### src/rtl/fifo_arb_pkg.sv
// Shared types and the circular first-set search used by the FIFO write arbiter.
package fifo_arb_pkg;

  typedef enum logic [1:0] {
    OPEN     = 2'd0,
    THROTTLE = 2'd1,
    BLOCKED  = 2'd2
  } arb_mode_t;

  localparam int unsigned MaxReq = 32;

  // Nearest set bit at or after ptr, wrapping at num; returns 0 when nothing is set.
  function automatic int unsigned rr_select(input logic [MaxReq-1:0] req,
                                            input int unsigned ptr,
                                            input int unsigned num);
    int unsigned idx;
    rr_select = 0;
    for (int unsigned k = MaxReq; k > 0; k--) begin
      if (k <= num) begin
        idx = ptr + k - 1;
        if (idx >= num) idx = idx - num;
        if (req[idx]) rr_select = idx;
      end
    end
  endfunction

endpackage

### src/rtl/rr_picker.sv
// Combinational round-robin picker: first requester at or after ptr_i, circularly.
module rr_picker
  import fifo_arb_pkg::*;
#(
  parameter int unsigned NUM_REQ = 4,
  localparam int unsigned PtrW = (NUM_REQ > 1) ? $clog2(NUM_REQ) : 1
) (
  input  logic [NUM_REQ-1:0] req_i,
  input  logic [PtrW-1:0]    ptr_i,
  output logic [PtrW-1:0]    sel_o,
  output logic               valid_o
);

  logic [MaxReq-1:0] req_ext;

  always_comb begin
    req_ext                = '0;
    req_ext[NUM_REQ-1:0]   = req_i;
    sel_o   = PtrW'(rr_select(req_ext, 32'(ptr_i), NUM_REQ));
    valid_o = |req_i;
  end

endmodule

### src/rtl/fifo_write_arbiter.sv
// Round-robin sharing of one FIFO write port with OPEN/THROTTLE/BLOCKED flow control.
// Define FIFO_ARB_STATS_EN to add per-requester grant counters and a blocked-cycle counter.
module fifo_write_arbiter
  import fifo_arb_pkg::*;
#(
  parameter int unsigned NUM_REQ      = 4,
  parameter int unsigned WIDTH        = 32,
  parameter int unsigned THROTTLE_GAP = 2,
  localparam int unsigned PtrW = (NUM_REQ > 1) ? $clog2(NUM_REQ) : 1,
  localparam int unsigned GapW = $clog2(THROTTLE_GAP + 1)
) (
  input  logic                          clk_i,
  input  logic                          rst_i,
  input  logic [NUM_REQ-1:0]            req_i,
  input  logic [NUM_REQ-1:0][WIDTH-1:0] req_data_i,
  output logic [NUM_REQ-1:0]            gnt_o,
  output logic                          fifo_wr_en_o,
  output logic [WIDTH-1:0]              fifo_wr_data_o,
  input  logic                          fifo_wr_valid_i,
  input  logic                          fifo_rd_en_i,
  input  logic                          fifo_full_i,
  input  logic                          fifo_almost_full_i,
  output logic                          stall_o,
  output logic [1:0]                    mode_o
`ifdef FIFO_ARB_STATS_EN
  ,
  output logic [NUM_REQ-1:0][15:0]      grant_cnt_o,
  output logic [15:0]                   blocked_cycles_o
`endif
);

  arb_mode_t       state_q, state_d;
  logic [PtrW-1:0] rr_ptr_q, rr_ptr_d;
  logic [GapW-1:0] gap_q, gap_d;
  logic [PtrW-1:0] sel;
  logic            any_req, allowed, grant, space_ok;

  rr_picker #(
    .NUM_REQ (NUM_REQ)
  ) u_picker (
    .req_i   (req_i),
    .ptr_i   (rr_ptr_q),
    .sel_o   (sel),
    .valid_o (any_req)
  );

  always_comb begin
    space_ok = ~fifo_full_i | fifo_rd_en_i;
    unique case (state_q)
      OPEN:     allowed = space_ok;
      THROTTLE: allowed = (gap_q == '0) & space_ok;
      BLOCKED:  allowed = fifo_rd_en_i;
      default:  allowed = 1'b0;
    endcase

    // Outputs are forced quiet while reset is held, not just after the edge.
    fifo_wr_en_o   = ~rst_i & any_req & allowed;
    grant          = fifo_wr_en_o & fifo_wr_valid_i;
    gnt_o          = '0;
    if (grant) gnt_o[sel] = 1'b1;
    fifo_wr_data_o = any_req ? req_data_i[sel] : '0;
    stall_o        = ~rst_i & any_req & ~grant;
    mode_o         = state_q;

    rr_ptr_d = rr_ptr_q;
    if (grant) rr_ptr_d = (sel == PtrW'(NUM_REQ - 1)) ? '0 : sel + PtrW'(1);

    gap_d = '0;
    if (state_q == THROTTLE) begin
      if (grant)              gap_d = GapW'(THROTTLE_GAP);
      else if (gap_q != '0)   gap_d = gap_q - GapW'(1);
    end

    // Next mode depends only on the flags; full dominates almost_full.
    if (fifo_full_i)             state_d = BLOCKED;
    else if (fifo_almost_full_i) state_d = THROTTLE;
    else                         state_d = OPEN;
  end

  always_ff @(posedge clk_i or posedge rst_i) begin
    if (rst_i) begin
      state_q  <= OPEN;
      rr_ptr_q <= '0;
      gap_q    <= '0;
    end else begin
      state_q  <= state_d;
      rr_ptr_q <= rr_ptr_d;
      gap_q    <= gap_d;
    end
  end

`ifdef FIFO_ARB_STATS_EN
  logic [NUM_REQ-1:0][15:0] grant_cnt_q;
  logic [15:0]              blocked_q;

  always_ff @(posedge clk_i or posedge rst_i) begin
    if (rst_i) begin
      grant_cnt_q <= '0;
      blocked_q   <= '0;
    end else begin
      for (int i = 0; i < int'(NUM_REQ); i++) begin
        if (gnt_o[i] && grant_cnt_q[i] != 16'hFFFF) grant_cnt_q[i] <= grant_cnt_q[i] + 16'd1;
      end
      if (stall_o && state_q == BLOCKED && blocked_q != 16'hFFFF) blocked_q <= blocked_q + 16'd1;
    end
  end

  assign grant_cnt_o      = grant_cnt_q;
  assign blocked_cycles_o = blocked_q;
`endif

endmodule
### config.mk
export PLATFORM = sky130hd
export DESIGN_NAME = fifo_write_arbiter
export DESIGN_NICKNAME = d
export VERILOG_FILES = /design/src/rtl/fifo_arb_pkg.sv /design/src/rtl/rr_picker.sv /design/src/rtl/fifo_write_arbiter.sv
export SDC_FILE = /design/constraint.sdc
export NUM_CORES = 1
export LEC_CHECK = 0
export CELL_PAD_IN_SITES_DETAIL_PLACEMENT = 0
export CELL_PAD_IN_SITES_GLOBAL_PLACEMENT = 1
export CORE_MARGIN = 2
export CORE_UTILIZATION = 19
export CTS_CLUSTER_DIAMETER = 30
export DETAILED_ROUTE_END_ITERATION = 7
export PLACE_DENSITY = 0.87
export SYNTH_ARGS = -nofsm -noshare
export SYNTH_HDL_FRONTEND = slang
export SYNTH_SLANG_ARGS = --single-unit
### constraint.sdc
create_clock -name clk_i -period 4.9 [get_ports clk_i]
set_input_delay 1.225 -clock clk_i [delete_from_list [all_inputs] [get_ports clk_i]]
set_output_delay 1.225 -clock clk_i [all_outputs]
set_load 0.005 [all_outputs]
## Yosys cells after proc, flatten, opt, wreduce, memory -nomap -nowiden

Cells that the tools add are included.

| storage, ports and cells | value |
|---|---|
| bits in registers | 6 |
| bits of input ports | 138 |
| output and inout bits | 40 |
| word-level logic and storage cells | 73 |

| operators by class | value |
|---|---|
| add/sub/neg operators | 14 |
| $lt $le $gt $ge | 10 |
| eq/ne operators | 3 |
| mux-type cells | 29 |
| bitwise logic cells | 9 |
| reduce and logical (&&, ||, !) cells | 5 |

Operators with widths:

| operator | count |
|---|---|
| 32-bit two-way mux | 6 |
| 32-bit by 3-bit greater-or-equal comparator with 1-bit output, second input constant | 4 |
| 32-bit by 6-bit less-than comparator with 1-bit output, second input constant | 4 |
| 32-bit by 1-bit subtractor with 32-bit output, second input constant | 4 |
| 32-bit by 3-bit subtractor with 32-bit output, second input constant | 4 |
| 32-bit binary-select mux with 2-bit select | 1 |
| 1-bit binary-select mux with 5-bit select | 4 |
| 2-bit two-way mux | 9 |
| 2-bit by 2-bit adder with 3-bit output, second input constant | 2 |
| 1-bit two-way mux | 6 |
| 1-bit AND | 5 |
| 2-bit by 3-bit adder with 4-bit output, second input constant | 1 |
| 2-bit equality test, second input constant | 2 |
| 2-bit logical NOT | 2 |
| 4-bit two-way mux | 1 |
| 4-bit OR reduction | 1 |
| 2-bit by 1-bit adder with 3-bit output, second input constant | 1 |
| 2-bit by 3-bit less-than comparator with 1-bit output, second input constant | 1 |
| 1-bit NOT | 3 |
| 1-bit one-hot mux with 3 select lines | 1 |
| 2-bit by 1-bit adder with 2-bit output, second input constant | 1 |
| 1-bit demux with 2-bit select | 1 |
| 2-bit by 1-bit equality test with 1-bit output, second input constant | 1 |
| 2-bit by 1-bit greater-or-equal comparator with 1-bit output, second input constant | 1 |
| 4 further kinds | 4 |

## Depth between registers and ports, before layout

| depth | value |
|---|---|
| depth in word-level cells | 15 |
| gate-level depth with buffers | 15 |

## By module

From an unflattened synthesis, not the netlist that was laid out.

| second synthesis, totals | value |
|---|---|
| cells, all modules | 142 |
| area total of the unflattened synthesis | 1680.4 um2 |

By module, submodules not included:

| module | instances | cells each | area an instance (um2) | seq. area each (um2) |
|---|---|---|---|---|
| fifo_write_arbiter | 1 | 108 | 1396.3 | 150.1 |
| rr_picker | 1 | 34 | 284.0 | 0.0 |

## Least setup slack after synthesis

OpenSTA, ideal clock, no wires.

| path | value |
|---|---|
| path type | register to output |
| from | reg rr_ptr_q[0] |
| to | out gnt_o[3] |
| arrival time | 2.784 ns |
| slack | 0.891 ns |
| stages on the path, launching flop included | 13 |
| path buffers | 2 |
| cell sequence | dfrtp_1 buf_6 inv_1 ha_1 or3_4 and3b_1 o211ai_2 inv_2 o211ai_2 clkbuf_1 inv_1 ha_1 and3_1 |

| between the ends | value |
|---|---|
| longest elaborated chain between the ends | 15 |
| elaborated cells between the ends (all ways) | 38 |
| those cells by class | add/sub: 12; order compare: 6; mux: 19; reduce/logical: 1 |

Ends and longest elaborated chain:

| what | line | text |
|---|---|---|
| from (decl) | fifo_write_arbiter.sv:33 | `logic [PtrW-1:0] rr_ptr_q, rr_ptr_d;` |
| from (signal assigned) | fifo_write_arbiter.sv:87 | `rr_ptr_q <= rr_ptr_d;` |
| 2-bit by 3-bit adder with 4-bit output | fifo_arb_pkg.sv:20 | `idx = ptr + k - 1;` |
| 32-bit by 1-bit subtractor with 32-bit output | fifo_arb_pkg.sv:20 |  |
| 32-bit by 3-bit subtractor with 32-bit output / 32-bit by 3-bit greater-or-equal comparator with 1-bit output (equally long branches) | fifo_arb_pkg.sv:21 | `if (idx >= num) idx = idx - num;` |
| 32-bit two-way mux | fifo_arb_pkg.sv:21 |  |
| 1-bit binary-select mux with 5-bit select | fifo_arb_pkg.sv:22 | `if (req[idx]) rr_select = idx;` |
| 1-bit two-way mux (not written as such) | fifo_arb_pkg.sv:22 |  |
| 2-bit two-way mux (3 in series) | fifo_arb_pkg.sv:22 |  |
| 2-bit two-way mux (*) | fifo_arb_pkg.sv:22 |  |
| 2-bit by 3-bit less-than comparator with 1-bit output (not written as such) / 2-bit by 1-bit greater-or-equal comparator with 1-bit output (equally long branches) | fifo_write_arbiter.sv:60 | `if (grant) gnt_o[sel] = 1'b1;` |
| 1-bit logical AND (not written as such) | fifo_write_arbiter.sv:60 |  |
| 1-bit two-way mux (not written as such) | fifo_write_arbiter.sv:60 |  |
| 1-bit demux with 2-bit select (*) | fifo_write_arbiter.sv:60 |  |
| 4-bit two-way mux (*) | fifo_write_arbiter.sv:60 |  |
| to (decl) | fifo_write_arbiter.sv:16 | `output logic [NUM_REQ-1:0] gnt_o,` |

Every way passes the cells marked *; elsewhere a longest branch is shown, timed or not. The select of a mux whose other input is x is not followed.

## Worst setup path in the final report

| path | value |
|---|---|
| from | in req_i[2] |
| to | out fifo_wr_data_o[6] |

| between the ends | value |
|---|---|
| longest elaborated chain between the ends | 9 |
| elaborated cells between the ends (all ways) | 16 |
| those cells by class | mux: 15; reduce/logical: 1 |

Ends and longest elaborated chain:

| what | line | text |
|---|---|---|
| from (decl) | fifo_write_arbiter.sv:14 | `input logic [NUM_REQ-1:0] req_i,` |
| 1-bit binary-select mux with 5-bit select | fifo_arb_pkg.sv:22 |  |
| 1-bit two-way mux (not written as such) | fifo_arb_pkg.sv:22 |  |
| 2-bit two-way mux (4 in series) | fifo_arb_pkg.sv:22 |  |
| 32-bit binary-select mux with 2-bit select | fifo_write_arbiter.sv:61 | `fifo_wr_data_o = any_req ? req_data_i[sel] : '0;` |
| 32-bit two-way mux (not written as such) | fifo_write_arbiter.sv:61 |  |
| 32-bit two-way mux (*) | fifo_write_arbiter.sv:61 |  |
| to (decl) | fifo_write_arbiter.sv:18 | `output logic [WIDTH-1:0] fifo_wr_data_o,` |

Marked as above.

==> run metrics <==
status=completed; library cells used by synthesis=37; # diodes=0; Seq pwr share=1.7%; row cnt=35; post-synth top area share=37.8%; path type of the worst setup path=primary input to output pin; CP endpoint kind=output pin; DRT Pass-1 Iters=4; startpoint types=primary input; post-synthesis mux area share=39.7%; cell area after synthesis=0.00177 mm2; syn nets=353; Die ar.=0.0101 mm2; Initial Util=19.4%; first-pass GRT wire length=12000 um; chip height=101 um; final setup skew=0.00309 ns; Final Hold Vio Count=0; clock latency at the later pin of the worst-skew pair=0.22 ns; pre-CTS WS=-0.113 ns; Leak=1.76 nW; worst-case clock buffer depth=2; Post-Route M1 WL=3250 um; chip width=101 um; Detailed Place HPWL=6570 um; maximum capacitance violations=0; Synth Area in Compound Gates=20.7%; Final TNS setup=0 ns; Sw Ratio=40.9%; Synth Instances=202; routed wl met3=468 um; prevailing post-synth register cell=dfrtp_1; register area share after synthesis=8.46%; total grt overflow=0; crit path DAT=3.54 ns; #FFs+latches synth=6; main combinational cell family by area after synthesis=multiplexers; DR vias/cell=4.69; Top Metal Used=met4; Iter 0 DRT Violations=74; most frequent cells in the layout=172 x clkdlybuf4s50_1, 66 x mux2i_1, 32 x o22ai_1, 15 x buf_4, 13 x ha_1; post-route setup slack=0.136 ns; routed wl met2=4220 um; Synth async-reset ratio=100%; WP data required=3.67 ns; Comb power frac=96.5%; crit share post-route=97.2%; simple-gate portion of the synthesized area=10.7%; TritonCTS clock tree=yes; Detail Route Antenna Nets=0; Int Power=2.46 mW; commonest non-fill, non-tap cell in the layout=clkdlybuf4s50_1; port buffer count=177; Post-route DRC=0; Post-Synth XOR/XNOR Area=0%; Area contributors post-synth=mux2i_1 38%, o22ai_1 11%, ha_1 9.2%; power density cells=1060 mW/mm2; final wirelength=8010 um; CTS Hold Bufs=0; Syn. warnings=0; root cell of the clock tree=clkbuf_8; nets=543; initial antenna violation count=0; largest net degree at the start of global routing=33; share of cells above drive strength 1=11.8%; CTS Sinks=6; max_slew headroom=69.5%; actual slew at the worst max-slew pin=0.453 ns; P_sw=1.70 mW; number of synthesized flops with an enable pin=0; average size of a mapped cell=8.78 um2; clk slew on worst S/H paths=0.04 ns; RSZ-0062 raised after global routing=false; Synth-to-Final Area Change=120%; Worst Path Max Fanout=8; hold crit path type=register to register; WL/cell=16.0 um; hold slack=0.463 ns; min cycle time layout=4.76 ns; Post-Synth Adder-Cell Area=9.17%; Total GRT Usage=14.8%; Clk pwr share=1.8%; total number of vias=2351; vias in the first global route=2374; Num CTS Buffers=3; largest area contributor in the netlist=mux2i_1; H-tree Lvls=1; Core Util, Final=42.7%; Boundary Pins=178; Slew Limit Fails=0; Final setup viols=0; worst vdd ir=0.460 mV; RD Place Congestion=0.793; core area=0.00915 mm2; Fmax achieved=210 MHz
==> layer usage <==
| metal | vias to the layer above | track usage, % |
|---|---|---|
| li1 | 1157 | - |
| met5 | - | 0 |
| met2 | 96 | 26.2 |
| met4 | 0 | 2.53 |
| met1 | 1090 | 19.0 |
| met3 | 8 | 2.70 |
==> state kept, by name, summed over array words and instances (netlist names) <==
name,count
gap_q,2
mode_o,2
rr_ptr_q,2
==> logic make-up after synthesis <==
family,after synthesis
buf+inv,25
fa+ha+maj,13
simple gates,33
mux,70
compound gates,55
flops,6
==> power groups by stage <==
stage | Clock [mW] | Sequential (mW) | Combinational (mW)
after detailed placement | 0 | 0.0717 | 3.70
after CTS | 0.0783 | 0.0712 | 4.04
after floorplan | 0 | 0.0724 | 2.15
after global routing | 0.0812 | 0.0733 | 4.31
final | 0.0755 | 0.0711 | 4.01
after global placement | 0 | 0.0704 | 3.67
==> cell type report <==
class / count / area [um2]
Sequential cell: 6 / 150
Multi-Input combinational cell: 171 / 1470
Fill cell: 890 / 5240
Timing Repair Buffer: 201 / 2070
Inverter: 9 / 33.8
Tap cell: 111 / 139
Clock buffer: 3 / 41.3
==> timing repair <==
item                                    4_1_cts  5_1_grt
gates resized for setup                      11        7
setup buffers                                 2        1
endpoints found under the setup margin       36       25
endpoints found under the hold margin         0        0
cloned                                        2        0
pin swaps                                     3        3
==> cells in the mapped netlist, types with 3 or more instances <==
master / number
ha_1: 13
clkbuf_1: 6
buf_12: 5
o21ai_0: 4
a31oi_1: 4
o22ai_1: 32
and3_1: 7
mux2i_1: 67
mux2_2: 3
nand2b_1: 5
nand2_1: 7
dfrtp_1: 6
inv_2: 3
inv_1: 6
==> critical path, cell delays in order <==
cell and delay [ns]:
dlygate4sd2_1 0.26, mux2_4 0.28, nor2_2 0.10, a211oi_2 0.06
a22oi_1 0.19, o311a_4 0.31, buf_4 0.14, buf_12 0.12
mux2i_1 0.26, o22ai_1 0.13, clkdlybuf4s50_1 0.46
==> per-stage QoR <==
step / cells / power, mW / instance area [um2]
2_1_floorplan: 202 / 2.22 / 1770
3_3_place_gp: 493 / 3.74 / 3740
3_5_place_dp: 493 / 3.77 / 3740
4_1_cts: 500 / 4.19 / 3880
5_1_grt: 501 / 4.46 / 3910
6_report: 501 / 4.16 / 3910
==> path summary, 6_finish.rpt <==
check | from | endpoint | slack (ns) | cells past startpoint
max | req_i[2] | fifo_wr_data_o[6] | 0.14 | 11
min | gap_q[0]$_DFF_PP0_ | gap_q[0]$_DFF_PP0_ | 0.46 | 1
max reg2reg | rr_ptr_q[0]$_DFFE_PP0P_ | rr_ptr_q[1]$_DFFE_PP0P_ | 1.90 | 12
min reg2reg | gap_q[0]$_DFF_PP0_ | gap_q[0]$_DFF_PP0_ | 0.46 | 1
max in group asynchronous | rst_i | rr_ptr_q[1]$_DFFE_PP0P_ | 3.46 | 2
min in group asynchronous | rst_i | mode_o[1]$_DFF_PP0_ | 1.25 | 2
Power figures use the tool's default switching activity.
